### config.mk
export PLATFORM = sky130hd
export DESIGN_NAME = serial_tx
export DESIGN_NICKNAME = d
export VERILOG_FILES = /design/src/rtl/serial_tx.sv
export SDC_FILE = /design/constraint.sdc
export NUM_CORES = 1
export LEC_CHECK = 0
export ABC_AREA = 1
export ABC_CLOCK_PERIOD_IN_PS = 4600
export BUFFER_PORTS_ARGS = -buffer_cell sky130_fd_sc_hd__buf_4
export CORE_UTILIZATION = 55
export DETAILED_ROUTE_END_ITERATION = 8
export PLACE_DENSITY = 0.78
export SETUP_SLACK_MARGIN = 0.05
export SYNTH_ARGS = -nofsm -noshare
export SYNTH_HDL_FRONTEND = slang
export SYNTH_SLANG_ARGS = --single-unit
### constraint.sdc
create_clock -name clk -period 4.6 [get_ports clk]
set_clock_uncertainty 0.2 [all_clocks]
set_input_delay 0.69 -clock clk [delete_from_list [all_inputs] [get_ports clk]]
set_output_delay 0.69 -clock clk [all_outputs]
set_load 0.03 [all_outputs]
### src/rtl/serial_tx.sv
// Bit-serial transmitter: start bit, DATA_W data bits LSB-first, optional even parity, stop bit.
// Defining SERIAL_TX_PARITY_EN inserts the parity bit between the data bits and the stop bit.
module serial_tx #(
    parameter int DATA_W       = 8,
    parameter int CLKS_PER_BIT = 4
) (
    input  logic              clk,
    input  logic              rst,
    input  logic [DATA_W-1:0] data_in,
    input  logic              valid,
    output logic              ready,
    output logic              tx,
    output logic              busy
);

    localparam int CW = $clog2(CLKS_PER_BIT + 1);
    localparam int BW = $clog2(DATA_W + 1);
    localparam logic [CW-1:0] CYC_LAST = CW'(CLKS_PER_BIT - 1);
    localparam logic [BW-1:0] BIT_LAST = BW'(DATA_W - 1);

`ifdef SERIAL_TX_PARITY_EN
    typedef enum logic [2:0] {IDLE, START, DATA, PARITY, STOP} state_t;
`else
    typedef enum logic [1:0] {IDLE, START, DATA, STOP} state_t;
`endif

    state_t            state_reg, state_next;
    logic [CW-1:0]     cyc_reg, cyc_next;
    logic [BW-1:0]     bit_reg, bit_next;
    logic [DATA_W-1:0] shift_reg, shift_next;
    logic              tx_reg, tx_next;
    logic              bit_end;
`ifdef SERIAL_TX_PARITY_EN
    logic              parity_reg, parity_next;
`endif

    always_ff @(posedge clk) begin
        if (rst) begin
            state_reg  <= IDLE;
            cyc_reg    <= '0;
            bit_reg    <= '0;
            shift_reg  <= '0;
            tx_reg     <= 1'b1;
`ifdef SERIAL_TX_PARITY_EN
            parity_reg <= 1'b0;
`endif
        end else begin
            state_reg  <= state_next;
            cyc_reg    <= cyc_next;
            bit_reg    <= bit_next;
            shift_reg  <= shift_next;
            tx_reg     <= tx_next;
`ifdef SERIAL_TX_PARITY_EN
            parity_reg <= parity_next;
`endif
        end
    end

    assign bit_end = (cyc_reg == CYC_LAST);

    always_comb begin
        state_next  = state_reg;
        cyc_next    = cyc_reg;
        bit_next    = bit_reg;
        shift_next  = shift_reg;
`ifdef SERIAL_TX_PARITY_EN
        parity_next = parity_reg;
`endif
        case (state_reg)
            IDLE: begin
                if (valid) begin
                    state_next  = START;
                    shift_next  = data_in;
                    cyc_next    = '0;
`ifdef SERIAL_TX_PARITY_EN
                    parity_next = ^data_in;
`endif
                end
            end
            START: begin
                if (bit_end) begin
                    cyc_next   = '0;
                    bit_next   = '0;
                    state_next = DATA;
                end else begin
                    cyc_next = cyc_reg + CW'(1);
                end
            end
            DATA: begin
                if (bit_end) begin
                    cyc_next   = '0;
                    shift_next = shift_reg >> 1;
                    if (bit_reg == BIT_LAST) begin
                        bit_next = '0;
`ifdef SERIAL_TX_PARITY_EN
                        state_next = PARITY;
`else
                        state_next = STOP;
`endif
                    end else begin
                        bit_next = bit_reg + BW'(1);
                    end
                end else begin
                    cyc_next = cyc_reg + CW'(1);
                end
            end
`ifdef SERIAL_TX_PARITY_EN
            PARITY: begin
                if (bit_end) begin
                    cyc_next   = '0;
                    state_next = STOP;
                end else begin
                    cyc_next = cyc_reg + CW'(1);
                end
            end
`endif
            STOP: begin
                if (bit_end) begin
                    cyc_next   = '0;
                    state_next = IDLE;
                end else begin
                    cyc_next = cyc_reg + CW'(1);
                end
            end
            default: begin
                state_next = IDLE;
                cyc_next   = '0;
            end
        endcase
    end

    // tx is registered from the next state so the line level lines up with state_reg and busy.
    always_comb begin
        tx_next = 1'b1;
        case (state_next)
            START:   tx_next = 1'b0;
            DATA:    tx_next = shift_next[0];
`ifdef SERIAL_TX_PARITY_EN
            PARITY:  tx_next = parity_next;
`endif
            default: tx_next = 1'b1;
        endcase
    end

    assign tx    = tx_reg;
    assign ready = (state_reg == IDLE);
    assign busy  = (state_reg != IDLE);

endmodule

=== After elaboration in Yosys (flattened, before gate mapping) ===
Index checks and enable logic that the tools add are counted.

* Register bits after elaboration: 18
* Bits in latches: 0
* Bits in writable memories: 0
* Memory bits (read-only): 0
* Output and inout bits: 3
* Memories kept: 0

* $add $sub $neg: 2
* Multiply operators: 0
* Div/mod/pow operators: 0
* Order comparisons: 0
* Eq/ne operators: 10
* Shift-type cells: 0
* Muxes and demuxes: 17
* Bitwise operators: 0
* Reductions and logical operators: 7

{| class="wikitable"
|+ Operator list
! operator !! count
|-
| 8-bit 2-to-1 mux || 2
|-
| 8-bit case mux with 2 select lines || 1
|-
| 4-bit 2-to-1 mux || 3
|-
| 2-bit 2-to-1 mux || 5
|-
| 2-bit case mux with 4 select lines || 1
|-
| 4-bit case mux with 2 select lines || 1
|-
| 2-bit == test, second input constant || 3
|-
| 3-bit 2-to-1 mux || 2
|-
| 2-bit != test, second input constant || 3
|-
| 3-bit case mux with 2 select lines || 1
|-
| 3-bit AND reduction || 2
|-
| 2-bit nonzero test || 3
|-
| 4-bit by 1-bit adder with 4-bit output, second input constant || 1
|-
| 2-bit by 1-bit == test with 1-bit output, second input constant || 2
|-
| 4-bit by 3-bit == test with 1-bit output, second input constant || 1
|-
| 3-bit by 1-bit adder with 3-bit output, second input constant || 1
|-
| 3-bit by 2-bit == test with 1-bit output, second input constant || 1
|-
| 3-bit OR reduction || 1
|-
| 2-bit zero test || 1
|-
| 1-bit case mux with 2 select lines || 1
|}

=== Longest topological paths before layout ===
Gate-level depths: netlist (run 1).

* Word-level depth: 6
* Depth in mapped cells: 9
* Gate-level depth less buffers: 9

=== Least setup slack after synthesis (run 1) ===
No wires, ideal clock.

* Kind: reg2out
* From: register state_reg[0]
* To: output ready
* Arrival: 717 ps
* Slack: 2,993 ps
* Stages on the path, launching flop included: 2
* Path buffers: 0
* Cell sequence: dfxtp_1 -> nor2_2

* Word-level cells in the longest chain between the ends: 1

{| class="wikitable"
|+ Ends and longest elaborated chain
! element !! RTL line !! RTL
|-
| start: declaration || 27 || <nowiki>state_t state_reg, state_next;</nowiki>
|-
| start signal: assignment || 48 || <nowiki>state_reg <= state_next;</nowiki>
|-
| 2-bit zero test || 146 || <nowiki>assign ready = (state_reg == IDLE);</nowiki>
|-
| end: declaration || 11 || <nowiki>output logic ready,</nowiki>
|}

Every way passes these cells.

=== Final worst setup path (run 1) ===
* From: register state_reg[1]
* To: output busy

* Word-level cells in the longest chain between the ends: 1

{| class="wikitable"
|+ Ends and longest elaborated chain
! element !! RTL line !! RTL
|-
| 2-bit nonzero test || 147 || <nowiki>assign busy = (state_reg != IDLE);</nowiki>
|-
| end: declaration || 13 || <nowiki>output logic busy</nowiki>
|}

Every way passes these cells.

==> results of run 1 <==
==> placed cells by master (no fill, tap or decap), drive strengths merged <==
cell,netlist,final
nand2,43,43
dfxtp,18,18
inv,16,16
buf,0,13
a21oi,11,11
nor2,9,9
nand3,8,8
a31oi,6,6
clkbuf,2,4
ha,2,2
xnor2,1,1
nor3,1,1
a22oi,1,1
nand4,1,1
a211oi,1,1
==> per-stage QoR <==
stage | instances | total power, W | setup slack [ns] | hold slack, ns
global route | 150 | 0.0003232 | 2.544 | 0.2903
floorplan | 120 | 0.0001999 | 2.993 | 0.2392
global placement | 146 | 0.0002149 | 2.941 | 0.2508
detailed placement | 146 | 0.0002161 | 2.926 | 0.2580
finish | 150 | 0.0003105 | 2.587 | 0.2724
CTS | 150 | 0.0003121 | 2.590 | 0.2734
==> layout make-up <==
type	instances	area (um^2)	area share (%)
Multi-Input combinational cell	84	436.7	43.25
Timing Repair Buffer	13	97.59	9.665
Tap cell	15	18.77	1.859
Clock buffer	4	36.28	3.594
Sequential cell	18	360.3	35.69
Inverter	16	60.06	5.948
==> cell families (layout without fill, tap and decap cells) <==
family	count (synthesis)	after routing	synth area share, %
flops	18	18	41.68
simple gates	62	62	34.15
xor+xnor	1	1	1.013
fa+ha+maj	2	2	2.894
compound gates	19	19	12.45
buf+inv	18	33	7.815
==> worst max-delay path, cell delays in order, from the launching register on <==
cell and delay [ns]:
dfxtp_1 0.43, inv_1 0.07, nand2_2 0.14, buf_4 0.18
==> layer usage <==
layer  vias up  share of wire (%)
li1        416                  -
met1       342                 48
met2        24                 46
met3         5                4.1
met4         0                1.6
met5         -                  0
==> power groups by stage <==
stage,Sequential [W],Clock [W],Combinational [W]
2_1_floorplan,0.000173,0,0.0000272
3_3_place_gp,0.000172,0,0.0000432
3_5_place_dp,0.000172,0,0.0000440
4_1_cts,0.000169,0.0000993,0.0000442
5_1_grt,0.000170,0.000104,0.0000494
6_report,0.000169,0.0000980,0.0000439
==> worst min-delay path by stage <==
stage / start / to / slack, ns / cells after the start
2_1_floorplan: shift_reg[7] / shift_reg[7] / 0.24 / 2
6_report: shift_reg[7] / shift_reg[7] / 0.27 / 2
3_3_place_gp: shift_reg[7] / shift_reg[7] / 0.25 / 2
4_1_cts: shift_reg[7] / shift_reg[7] / 0.27 / 2
3_5_place_dp: shift_reg[7] / shift_reg[7] / 0.26 / 2
5_1_grt: shift_reg[7] / shift_reg[7] / 0.29 / 2
==> summary.md, run 1 <==
| Metric | Value |
|---|---|
| Setup bufs post-CTS | `0` |
| Crit path to | `busy` |
| Met1 Use GR | `28.45%` |
| Clock power share | `31.6%` |
| Yosys cell types | `20` |
| Starting density of the core | `62.53%` |
| Peak fanout along the critical path | `5` |
| NumNets Final | `149` |
| Mapped Cells | `120` |
| Die Ht | `41.65 um` |
| Final Setup Violations | `0` |
| Sequential share of the synthesized area | `around two fifths` |
| Yosys top cell by area | `dfxtp_1` |
| NetSw | `between 0.00008 and 0.00009 W` |
| Most common cell in the netlist | `nand2_1` |
| Core region area | `~0.0014 mm^2` |
| # IOs | `14` |
| First-pass GRT wire length | `2863 um` |
| Total Neg Setup Slack | `0 ns` |
| RSZ-0062 raised after global routing | `no` |
| FF+latch count, synth | `18` |
| # diodes | `0` |
| Internal power | `0.0002297 W` |
| Clock-pin slew on the worst setup and hold paths | `0.10 ns` |
| Met2 GRT Util | `31.56%` |
| ANT nets after route | `0` |
| Slew @ Worst Pin | `0.2825 ns` |
| Iter 0 DRT Violations | `24` |
| Drt drc | `0` |
| Port bufs | `13` |
| Post-route cell area | `0.001010 mm^2` |
| Post-cts sizing count | `0` |
| Critical path capture point type | `output port` |
| Clk buf depth | `2` |
| DP HPWL | `roughly 1200 um` |
| Row count | `13` |
| FILL cells | `117` |
| Switch share | `26.00%` |
| TritonRoute pass-1 iters | `4` |
| Dpl cell area | `973.4 um^2` |
| Share of layout cells above drive strength 1 | `20.74%` |
| Gr busiest metal | `met2` |
| GRT Total Usage | `20.69%` |
| H-tree depth | `1` |
| Post-Syn Area | `864.6 um^2` |
| Critical path data required time | `3.71 ns` |
| Hold Path Class | `reg -> reg` |
| Initial antenna violation count | `0` |
| Commonest cells post-synth | `nand2_1, dfxtp_1, inv_1, a21oi_1, nand3_1` |
| R2r startpoint | `cyc_reg[0]` |
| Critical Path Start | `state_reg[1]` |
| R2R Setup Slk | `between 2 and 3 ns` |
| Startpoint types | `flip-flop` |
| Combinational power share | `14.1%` |
| Tmin final | `2.013 ns` |
| RePlAce Congestion | `0.8346` |
| Final WL | `1656 um` |
| Syn nets | `133` |
| Max reg flops | `8` |
| Wire length per cell | `11.04 um` |
| Period Utilization, post-route | `43.76%` |
| Part of the power in registers | `54.3%` |
| Worst Path Arrival | `1.12 ns` |
| LEAKAGE | `0.4746 nW` |
| Largest cells by area after synthesis | `dfxtp_1, nand2_1, a21oi_1` |
| Total CTS buffers | `3` |
| EDFF count, synth | `0` |
| Mean Syn Cell Area | `7.205 um^2` |
| Fmax | `496.8 MHz` |
| Post-CTS Hold Fix Bufs | `0` |
| Final core occ | `about three quarters` |
| Yosys top cell area share | `41.68%` |
| Reg2reg path depth | `8` |
| Via count | `787` |
| Post-synth top flop | `dfxtp_1` |
| PD cells | `307.5 mW/mm^2` |
| CTS sink cnt | `18` |
| Area grow syn2layout | `16.79%` |
| Critical path class | `reg -> out` |
| Clk_lat worst skew | `roughly 0.30 ns` |
| VDD IR-drop max | `0.2042 mV` |
| TritonCTS clock tree | `done` |
| Reg-to-reg endpoint | `tx` |
| Final slew viol count | `0` |
| Overflow after GRT | `0` |
| Status | `complete, no violations` |
| Vias per cell | `5.247` |
| Final hold viol count | `0` |
| M3 GR Usage | `3.043%` |
| Full die area | `0.001734 mm^2` |
| Largest net degree at the start of global routing | `17` |
| MaxCap Viol Count | `0` |
| Die Wd | `approximately 42 um` |
| Max-slew headroom | `81.10%` |
| Vias in the first global route | `730` |
| YS warnings | `0` |
| Ys async rst share | `0%` |
| Clk root buf | `clkbuf_4` |
Note: power is estimated with default switching activity, not from simulation.
==> run 2: changes to the inputs <==
==> config.mk (replaced) <==
export PLATFORM = sky130hd
export DESIGN_NAME = serial_tx
export DESIGN_NICKNAME = d
export VERILOG_FILES = /design/src/rtl/serial_tx.sv
export SDC_FILE = /design/constraint.sdc
export NUM_CORES = 1
export LEC_CHECK = 0
export ABC_AREA = 0
export ABC_CLOCK_PERIOD_IN_PS = 2000
export BUFFER_PORTS_ARGS = -buffer_cell sky130_fd_sc_hd__buf_4
export CORE_UTILIZATION = 53
export DETAILED_ROUTE_END_ITERATION = 8
export PLACE_DENSITY = 0.75
export SETUP_SLACK_MARGIN = 0.05
export SYNTH_ARGS = -nofsm -noshare
export SYNTH_HDL_FRONTEND = slang
export SYNTH_SLANG_ARGS = --single-unit
==> constraint.sdc (replaced) <==
create_clock -name clk -period 2 [get_ports clk]
set_clock_uncertainty 0.2 [all_clocks]
set_input_delay 0.3 -clock clk [delete_from_list [all_inputs] [get_ports clk]]
set_output_delay 0.3 -clock clk [all_outputs]
set_load 0.03 [all_outputs]
==> summary.md, run 2 <==
| Metric | Value |
|---|---|
| VDD IR-drop max | `0.4561 mV` |
| Die Ht | `43.26 um` |
| Met2 GRT Util | `32.24%` |
| TritonCTS clock tree | `done` |
| Post-Syn Area | `around 900 um^2` |
| Syn nets | `121` |
| # diodes | `0` |
| Mean Syn Cell Area | `8.353 um^2` |
| Period Utilization, post-route | `between 90 and 100%` |
| TritonRoute pass-1 iters | `4` |
| H-tree depth | `1` |
| GRT Total Usage | `between 20% and 30%` |
| LEAKAGE | `0.3890 nW` |
| Critical path capture point type | `output port` |
| Overflow after GRT | `0` |
| Vias in the first global route | `707` |
| Clock power share | `27.5%` |
| PD cells | `628.2 mW/mm^2` |
| Post-CTS Hold Fix Bufs | `0` |
| Sequential share of the synthesized area | `39.94%` |
| Clock-pin slew on the worst setup and hold paths | `0.10 ns` |
| Combinational power share | `13.7%` |
| Met1 Use GR | `29.24%` |
| Starting density of the core | `58.52%` |
| Total Neg Setup Slack | `0 ns` |
| CTS sink cnt | `18` |
| Port bufs | `13` |
| Total CTS buffers | `3` |
| Iter 0 DRT Violations | `14` |
| ANT nets after route | `0` |
| NetSw | `0.0001692 W` |
| Final slew viol count | `0` |
| Max reg flops | `8` |
| M3 GR Usage | `under 10%` |
| Share of layout cells above drive strength 1 | `20.66%` |
| FF+latch count, synth | `18` |
| Full die area | `0.001871 mm^2` |
| Commonest cells after routing, fill and taps aside | `dfxtp_1, buf_4, a21oi_1` |
| Max-slew headroom | `59.08%` |
| Initial antenna violation count | `0` |
| Ys async rst share | `0%` |
| Mapped Cells | `108` |
| Part of the power in registers | `~59%` |
| Commonest non-fill, non-tap cell in the layout | `dfxtp_1` |
| Critical path data required time | `1.50 ns` |
| Core region area | `around 0.0015 mm^2` |
| Critical path class | `reg -> out` |
| Via count | `~810` |
| Switch share | `25.84%` |
| Area grow syn2layout | `15.53%` |
| Status | `complete, no violations` |
| Post-cts sizing count | `0` |
| Drt drc | `0` |
| Fmax | `530.3 MHz` |
| First-pass GRT wire length | `3036 um` |
| Peak fanout along the critical path | `8` |
| Yosys cell types | `40` |
| Final core occ | `between 60% and 70%` |
| Die Wd | `43.26 um` |
| YS warnings | `0` |
| Setup bufs post-CTS | `0` |
| Yosys top cell by area | `dfxtp_1` |
| Row count | `14` |
| Yosys top cell area share | `39.94%` |
| RePlAce Congestion | `0.8444` |
| Final hold viol count | `0` |
| Clk buf depth | `2` |
| Largest net degree at the start of global routing | `20` |
| Wire length per cell | `13.66 um` |
| Tmin final | `around 1.9 ns` |
| Hold Path Class | `in -> reg` |
| Final WL | `1871 um` |
| Most common cell in the netlist | `dfxtp_1` |
| MaxCap Viol Count | `0` |
| Final Setup Violations | `0` |
| RSZ-0062 raised after global routing | `no` |
| Worst Path Arrival | `approximately 1.4 ns` |
| Gr busiest metal | `met2` |
| Post-synth top flop | `dfxtp_1` |
| Vias per cell | `5.942` |
| Largest cells by area after synthesis | `dfxtp_1, a21oi_1, a22oi_1` |
| Clk_lat worst skew | `0.30 ns` |
| Internal power | `0.0004856 W` |
| Clk root buf | `clkbuf_4` |
| NumNets Final | `roughly 140` |
| Commonest cells post-synth | `dfxtp_1, a21oi_1, nand2_1, nor2_1, a22oi_1` |
| # IOs | `14` |
| EDFF count, synth | `0` |
| Slew @ Worst Pin | `0.6112 ns` |
| Startpoint types | `flip-flop` |
| DP HPWL | `approximately 1300 um` |
[run 2: cell types whose count changed after synthesis, sizes merged, moves of 3 or more]
| cell | delta |
|---|---|
| nor2b | +4 |
| o21ai | +3 |
| nor3b | +4 |
| nand3 | -6 |
| nand2 | -30 |
| a22oi | +5 |
| a21oi | +3 |
| inv | -11 |
| buf | +3 |
| a31oi | -4 |
[run 2: cells by family (layout without fill, tap and decap cells)]
kind of cell | after synthesis | in the layout | share of synthesized area [%]
AO/OA/AOI/OAI | 36 | 36 | 26.49
XOR/XNOR | 1 | 1 | 0.9711
adder cells (fa/ha/maj) | 2 | 2 | 2.773
buffers and inverters | 11 | 24 | 5.131
flip-flops | 18 | 18 | 39.95
AND/OR/NAND/NOR | 40 | 40 | 24.69
[run 2: area by class of cell]
cell class                      instances  area (um^2)
Multi-Input combinational cell         79        500.5
Fill cell                             137        499.2
Sequential cell                        18        360.3
Timing Repair Buffer                   16        120.1
Clock buffer                            3        22.52
Tap cell                               16        20.02
Inverter                                5        18.77
[run 2: worst paths after layout]
path	start	end	slack, ns	depth (start not counted)
worst max-delay path	state_reg[0]	ready	0.11	3
worst min-delay path	data_in[7]	shift_reg[7]	0.03	3
worst max register to register	cyc_reg[0]	tx	0.17	5
worst min register to register	shift_reg[5]	shift_reg[5]	0.26	2
[run 2: critical path, cell delays in order (launching register included)]
cell and delay [ns]:
dfxtp_1 0.41, or2_2 0.37, inv_1 0.13, buf_4 0.17
[run 2: through the flow]
stage          instance area (um^2)  hold WS (ns)  power (W)  instances  setup WS (ns)
6_report                       1042       0.02647  0.0006548        137         0.1144
5_1_grt                        1042       0.04283  0.0006823        137        0.06038
4_1_cts                        1037       0.01732  0.0006648        137         0.1177
3_5_place_dp                   1015        0.2507  0.0004828        134         0.1300
3_3_place_gp                   1015        0.2433  0.0004801        134         0.1930
2_1_floorplan                 902.1        0.2360  0.0004493        108         0.2721
[run 2: power by group through the flow]
stage	clock network (W)	logic [W]	registers, W
floorplan	0	0.0000583	0.000391
global placement	0	0.0000873	0.000393
detailed placement	0	0.0000893	0.000393
CTS	0.000190	0.0000894	0.000385
global route	0.000196	0.0000984	0.000388
finish	0.000180	0.0000895	0.000385
[run 2: per-layer routing]
layer | share of wire [%] | vias to the layer above
li1 | - | 422
met1 | 51 | 368
met2 | 43 | 19
met3 | 3.2 | 5
met4 | 2.8 | 0
met5 | 0 | -
